===== src/rtl/wb_commit_trace_buffer.sv =====
// Write-back commit trace FIFO: logs every non-$zero register write with a cycle stamp
// and presents the oldest entry on a valid/ready port without ever stalling the core.
module wb_commit_trace_buffer #(
  parameter int DEPTH   = 16,
  parameter int STAMP_W = 16
) (
  input  logic                       Clock,
  input  logic                       Reset_n,
  input  logic                       Enable,
  input  logic                       RegWrite_WB,
  input  logic [4:0]                 rDestSelected_WB,
  input  logic [31:0]                regWriteData,
  input  logic                       Out_Ready,
  input  logic                       Clear_Overflow,
  output logic                       Out_Valid,
  output logic [STAMP_W-1:0]         Out_Stamp,
  output logic [4:0]                 Out_rDest,
  output logic [31:0]                Out_Data,
  output logic [$clog2(DEPTH):0]     Count,
  output logic                       Overflow,
  output logic [15:0]                Drop_Count
);

  localparam int AW = $clog2(DEPTH);
  localparam int CW = AW + 1;
  localparam int EW = STAMP_W + 5 + 32;

  localparam logic [1:0] ST_EMPTY  = 2'd0;
  localparam logic [1:0] ST_ACTIVE = 2'd1;
  localparam logic [1:0] ST_FULL   = 2'd2;

  logic [EW-1:0]      mem_r [DEPTH];
  logic [AW-1:0]      wr_ptr_r, rd_ptr_r;
  logic [AW-1:0]      wr_ptr_nxt_s, rd_ptr_nxt_s;
  logic [CW-1:0]      count_r, count_nxt_s;
  logic [1:0]         state_r, state_nxt_s;
  logic [STAMP_W-1:0] stamp_r;
  logic [EW-1:0]      head_r, head_nxt_s, entry_s;
  logic               valid_r;
  logic               overflow_r;
  logic [15:0]        drop_cnt_r;
  logic               cap_s, pop_s, push_s, drop_s;

  // Capture/pop/push/drop qualification and the entry to be written.
  always_comb begin
    cap_s   = Enable & RegWrite_WB & (rDestSelected_WB != 5'd0);
    pop_s   = valid_r & Out_Ready;
    push_s  = cap_s & ((state_r != ST_FULL) | pop_s);
    drop_s  = cap_s & (state_r == ST_FULL) & ~pop_s;
    entry_s = {stamp_r, rDestSelected_WB, regWriteData};
  end

  // Next pointers, occupancy and FSM state.
  always_comb begin
    wr_ptr_nxt_s = wr_ptr_r + AW'(push_s);
    rd_ptr_nxt_s = rd_ptr_r + AW'(pop_s);
    case ({push_s, pop_s})
      2'b10:   count_nxt_s = count_r + CW'(1);
      2'b01:   count_nxt_s = count_r - CW'(1);
      default: count_nxt_s = count_r;
    endcase
    case (state_r)
      ST_EMPTY: begin
        if (push_s) state_nxt_s = ST_ACTIVE;
        else        state_nxt_s = ST_EMPTY;
      end
      ST_ACTIVE: begin
        if (pop_s && !push_s && count_r == CW'(1))             state_nxt_s = ST_EMPTY;
        else if (push_s && !pop_s && count_r == CW'(DEPTH-1)) state_nxt_s = ST_FULL;
        else                                                   state_nxt_s = ST_ACTIVE;
      end
      ST_FULL: begin
        if (pop_s && !push_s) state_nxt_s = ST_ACTIVE;
        else                  state_nxt_s = ST_FULL;
      end
      default: state_nxt_s = ST_EMPTY;
    endcase
  end

  // Next head: the entry being written this cycle becomes the head only when it lands
  // exactly at the next read pointer (i.e. the FIFO is otherwise empty after the pop).
  always_comb begin
    if (state_nxt_s == ST_EMPTY) begin
      head_nxt_s = {EW{1'b0}};
    end else if (push_s && (wr_ptr_r == rd_ptr_nxt_s)) begin
      head_nxt_s = entry_s;
    end else begin
      head_nxt_s = mem_r[rd_ptr_nxt_s];
    end
  end

  // Storage array; contents need no reset because the head is gated while empty.
  always_ff @(posedge Clock) begin
    if (push_s) begin
      mem_r[wr_ptr_r] <= entry_s;
    end
  end

  // Control state, stamp counter and registered head.
  always_ff @(posedge Clock) begin
    if (!Reset_n) begin
      wr_ptr_r <= {AW{1'b0}};
      rd_ptr_r <= {AW{1'b0}};
      count_r  <= {CW{1'b0}};
      state_r  <= ST_EMPTY;
      stamp_r  <= {STAMP_W{1'b0}};
      head_r   <= {EW{1'b0}};
      valid_r  <= 1'b0;
    end else begin
      wr_ptr_r <= wr_ptr_nxt_s;
      rd_ptr_r <= rd_ptr_nxt_s;
      count_r  <= count_nxt_s;
      state_r  <= state_nxt_s;
      stamp_r  <= stamp_r + STAMP_W'(1);
      head_r   <= head_nxt_s;
      valid_r  <= (state_nxt_s != ST_EMPTY);
    end
  end

  // Sticky overflow and saturating drop counter; a drop beats a simultaneous clear.
  always_ff @(posedge Clock) begin
    if (!Reset_n) begin
      overflow_r <= 1'b0;
      drop_cnt_r <= 16'd0;
    end else if (drop_s) begin
      overflow_r <= 1'b1;
      if (Clear_Overflow)              drop_cnt_r <= 16'd1;
      else if (drop_cnt_r == 16'hFFFF) drop_cnt_r <= 16'hFFFF;
      else                             drop_cnt_r <= drop_cnt_r + 16'd1;
    end else if (Clear_Overflow) begin
      overflow_r <= 1'b0;
      drop_cnt_r <= 16'd0;
    end else begin
      overflow_r <= overflow_r;
      drop_cnt_r <= drop_cnt_r;
    end
  end

  assign Out_Valid  = valid_r;
  assign Out_Stamp  = head_r[EW-1 -: STAMP_W];
  assign Out_rDest  = head_r[36:32];
  assign Out_Data   = head_r[31:0];
  assign Count      = count_r;
  assign Overflow   = overflow_r;
  assign Drop_Count = drop_cnt_r;

endmodule


===== config.mk =====
export PLATFORM = sky130hd
export DESIGN_NAME = wb_commit_trace_buffer
export DESIGN_NICKNAME = d
export VERILOG_FILES = /design/src/rtl/wb_commit_trace_buffer.sv
export SDC_FILE = /design/constraint.sdc
export NUM_CORES = 1
export LEC_CHECK = 0
export CAP_MARGIN = 40
export CELL_PAD_IN_SITES_DETAIL_PLACEMENT = 1
export CELL_PAD_IN_SITES_GLOBAL_PLACEMENT = 2
export CORE_MARGIN = 2
export CORE_UTILIZATION = 35
export DETAILED_ROUTE_END_ITERATION = 8
export PLACE_DENSITY = 0.67
export SYNTH_ARGS = -nofsm -noshare
export SYNTH_HDL_FRONTEND = slang
export SYNTH_SLANG_ARGS = --single-unit

===== constraint.sdc =====
create_clock -name Clock -period 5.3 [get_ports Clock]
set_input_delay 0.53 -clock Clock [delete_from_list [all_inputs] [get_ports Clock]]
set_output_delay 0.53 -clock Clock [all_outputs]
set_load 0.1 [all_outputs]

==> results.md <==
- Status: finished clean
- Clock latency on the worst-skew pair: 0.67 ns
- Starting Density: 0.3518
- Hold buffers post-CTS: 0
- Top cell type's share of synthesized area: 0.7003
- Hold Vio Cnt, Final: 0
- DRT antenna net count: 0
- Layout area overhead: 21.53%
- Number of cell rows: 118
- Slew Limit Fails: 0
- Startpoint types: input port
- Max Cap Violations: 0
- Die Span X: approximately 330 microns
- Setup WS post-layout: 1.454 ns
- Sink Count: between 900 and 1k
- Final period util: 0.7256
- Hold Path Sink: Overflow$_SDFFE_PN0P_
- Synth warn: 0
- Setup bufs post-CTS: 0
- Total core area: approximately 100000 sq um
- LEAKAGE: roughly 14 nW
- Via density: 5.152
- Worst-path fanout max: 20
- WL/cell: between 20 and 25 microns
- Layout cells sized above 1: 0.2388
- HP Start: Overflow$_SDFFE_PN0P_
- Post-layout minimum cycle time: 3.846 ns
- Critical Path End Type: flop
- Total negative slack: 0 ns
- Crit path kind: in2reg
- CTS Root Cell: clkbuf_16
- Required time worst endpoint: slightly below 6 ns
- Drt total wl: roughly 90 mm
- Post-synth cell types: 58
- Flops & latches, synth: 950
- Slew headroom: 0.3961
- Non-Filler Instances: roughly 3.6k
- Clock Skews: about 0.023 ns
- FMAX: roughly 260 MHz
- Total Nets Final: between 2k and 2.5k
- Leading area contributor after synthesis: edfxtp_1
- CTS Buffer Depth: 3
- Dpl hpwl: around 47 mm
- Port Buffer Count: roughly 120
- Post-Syn Area per Cell: between 15 and 20 sq um
- Chip height: roughly 330 microns
- Worst-margin pin slew: about 0.9 ns
- Synthesized Nets: between 1.5k and 2k
- H-Tree Depth: 3
- Drt first pass iters: 5
- Reg2reg setup slack: slightly below 2 ns
- I/O Pins: around 120
- Total track usage: 0.1687
- Sequential fraction of the synthesis area: 0.7565
- Grt total ovfl: 0
- Cts repair resizes: 0
- Most used DFF post-synth: edfxtp_1
- Vias: around 19k
- Total die area: ~110000 sq um
- Top post-synthesis cells by count: 848 x edfxtp_1, 233 x nand2_1, 212 x mux4_2
- Final setup violation count: 0
- Worst Hold Class: reg2reg
- Placed instance count: around 3.4k
- Top cells by area, synth: edfxtp_1 70%, mux4_2 13%, dfxtp_1 5.6%, nand2_1 2.4%, a32o_1 1.5%
- Antenna cells: 0
- Vias in the first global route: between 20k and 25k
- Synth Cell Area: about 36000 sq um
- Power per cell area: roughly 360 nW/um^2
- Min-Delay Path Depth: 2
- Largest net degree at the start of global routing: ~110
- CTS tree: done
- Hold WS: around 0.52 ns
- Initial antenna violation count: 1
- Initial DRC count: roughly 1.4k
- Number of synthesized flops with an enable pin: between 800 and 900
- Drt drc: 0
- R2r worst-path depth: 9
- Most common cell in the netlist: edfxtp_1
- Layout Utilization: 0.4276
- Worst reg2reg path endpoint: head_r[9]$_SDFF_PP0_
- CTS Buf Count: 100
- Post-synth ARST share: 0
- First-pass GRT wire length: 134.5 mm
- Post-placement setup slack: about 0.74 ns
- Peak VDD IR: between 0.0002 and 0.00025 V
- Mapped Cells: between 1.5k and 2k
- Clk pin slew, worst setup/hold paths: 0.06 ns
- Worst r2r src: Out_Valid$_SDFF_PN0_
- RD Place Congestion: 0.7200
- RSZ-0062 raised after global routing: false
- WP data arrival: between 4 and 5 ns
cell families after synthesis:
group | share of synthesized area
and+or+nand+nor | 0.06304
muxes | 0.1319
buffers and inverters | 0.01414
DFF | 0.7565
AOI/OAI and AO/OA | 0.02360
xor gates and xnor gates | 0.006779
adders and majority gates | 0.004129
flip-flops by register name, summed over array words and instances, names as in the netlist:
register	count
state_r	2
stamp_r	16
wr_ptr_r	4
Out_Valid	1
mem_r	848
head_r	53
Drop_Count	16
Overflow	1
Count	5
rd_ptr_r	4
how the worst max path moves through the flow:
stage,start,cells after the start,to,slack [ns]
floorplan,Out_Valid$_SDFF_PN0_,5,mem_r[12][0]$_DFFE_PP_,0.77
global placement,rDestSelected_WB[2],12,head_r[28]$_SDFF_PP0_,0.85
detailed placement,rDestSelected_WB[2],12,head_r[20]$_SDFF_PP0_,0.74
CTS,rDestSelected_WB[2],12,head_r[15]$_SDFF_PP0_,1.43
global route,rDestSelected_WB[2],12,head_r[9]$_SDFF_PP0_,1.26
finish,rDestSelected_WB[2],12,head_r[15]$_SDFF_PP0_,1.45
cells in the final DEF, fill, tap and decap left out, types with 6 or more instances in the layout:
cell / synthesis / routed
edfxtp_1: 848 / 848
nand2_1: 233 / 233
mux4_2: 212 / 212
clkdlybuf4s50_1: 0 / 118
dfxtp_1: 102 / 102
clkbuf_16: 0 / 102
nand3_1: 68 / 68
buf_8: 0 / 67
nand3b_1: 55 / 55
a32o_1: 53 / 53
buf_4: 2 / 33
clkbuf_1: 52 / 31
buf_12: 0 / 23
and2_1: 22 / 22
clkinv_2: 0 / 16
clkinv_1: 0 / 15
clkbuf_8: 0 / 14
nor2_4: 0 / 12
buf_16: 0 / 12
nor2_1: 23 / 11
nor3_1: 15 / 11
xor2_1: 12 / 11
ha_1: 12 / 10
a21oi_1: 9 / 9
inv_1: 8 / 8
o21ai_0: 8 / 8
xnor2_1: 9 / 8
nor2b_1: 7 / 7
and3_1: 7 / 7
and4_1: 7 / 7
a31oi_1: 6 / 6
routing by layer:
layer	track usage	part of all wire	vias to the layer above
met2	0.2868	0.50	425
li1	-	-	8067
met5	0	0	-
met1	0.2275	0.43	9911
met3	0.02575	0.046	97
met4	0.04318	0.017	0
area by class of cell:
class | count | area (sq um)
flip-flops and latches | 950 | 27510
multi-input cells | 811 | 8548
clock inverters | 41 | 287.8
fillers | 9837 | 59160
clock buffers | 147 | 2861
inverters | 9 | 33.78
well taps | 1380 | 1727
repair buffers | 253 | 3226
worst max-delay path, cell delays in order:
cell,delay (ns)
clkdlybuf4s50_1,0.88
nor3_1,0.20
buf_4,0.22
a21o_2,0.27
nand2b_2,0.22
ha_1,0.33
nor2b_2,0.21
a31oi_1,0.19
nand4b_1,0.30
a31oi_4,0.59
buf_12,0.27
a32o_1,0.19
metrics by stage:
stage / instance area (sq um) / total power [W]
finish: 44190 / 0.01613
detailed placement: 41040 / 0.009624
global placement: 39680 / 0.009480
global route: 44190 / 0.01665
CTS: 44190 / 0.01632
floorplan: 36380 / 0.009145
power breakdown:
group	switching (W)	total, W	internal [W]
Sequential	0.0000494	0.00825	0.00820
Combinational	0.000669	0.00120	0.000527
Clock	0.00284	0.00668	0.00384
Total	0.00356	0.0161	0.0126
Power figures use the tool's default switching activity.
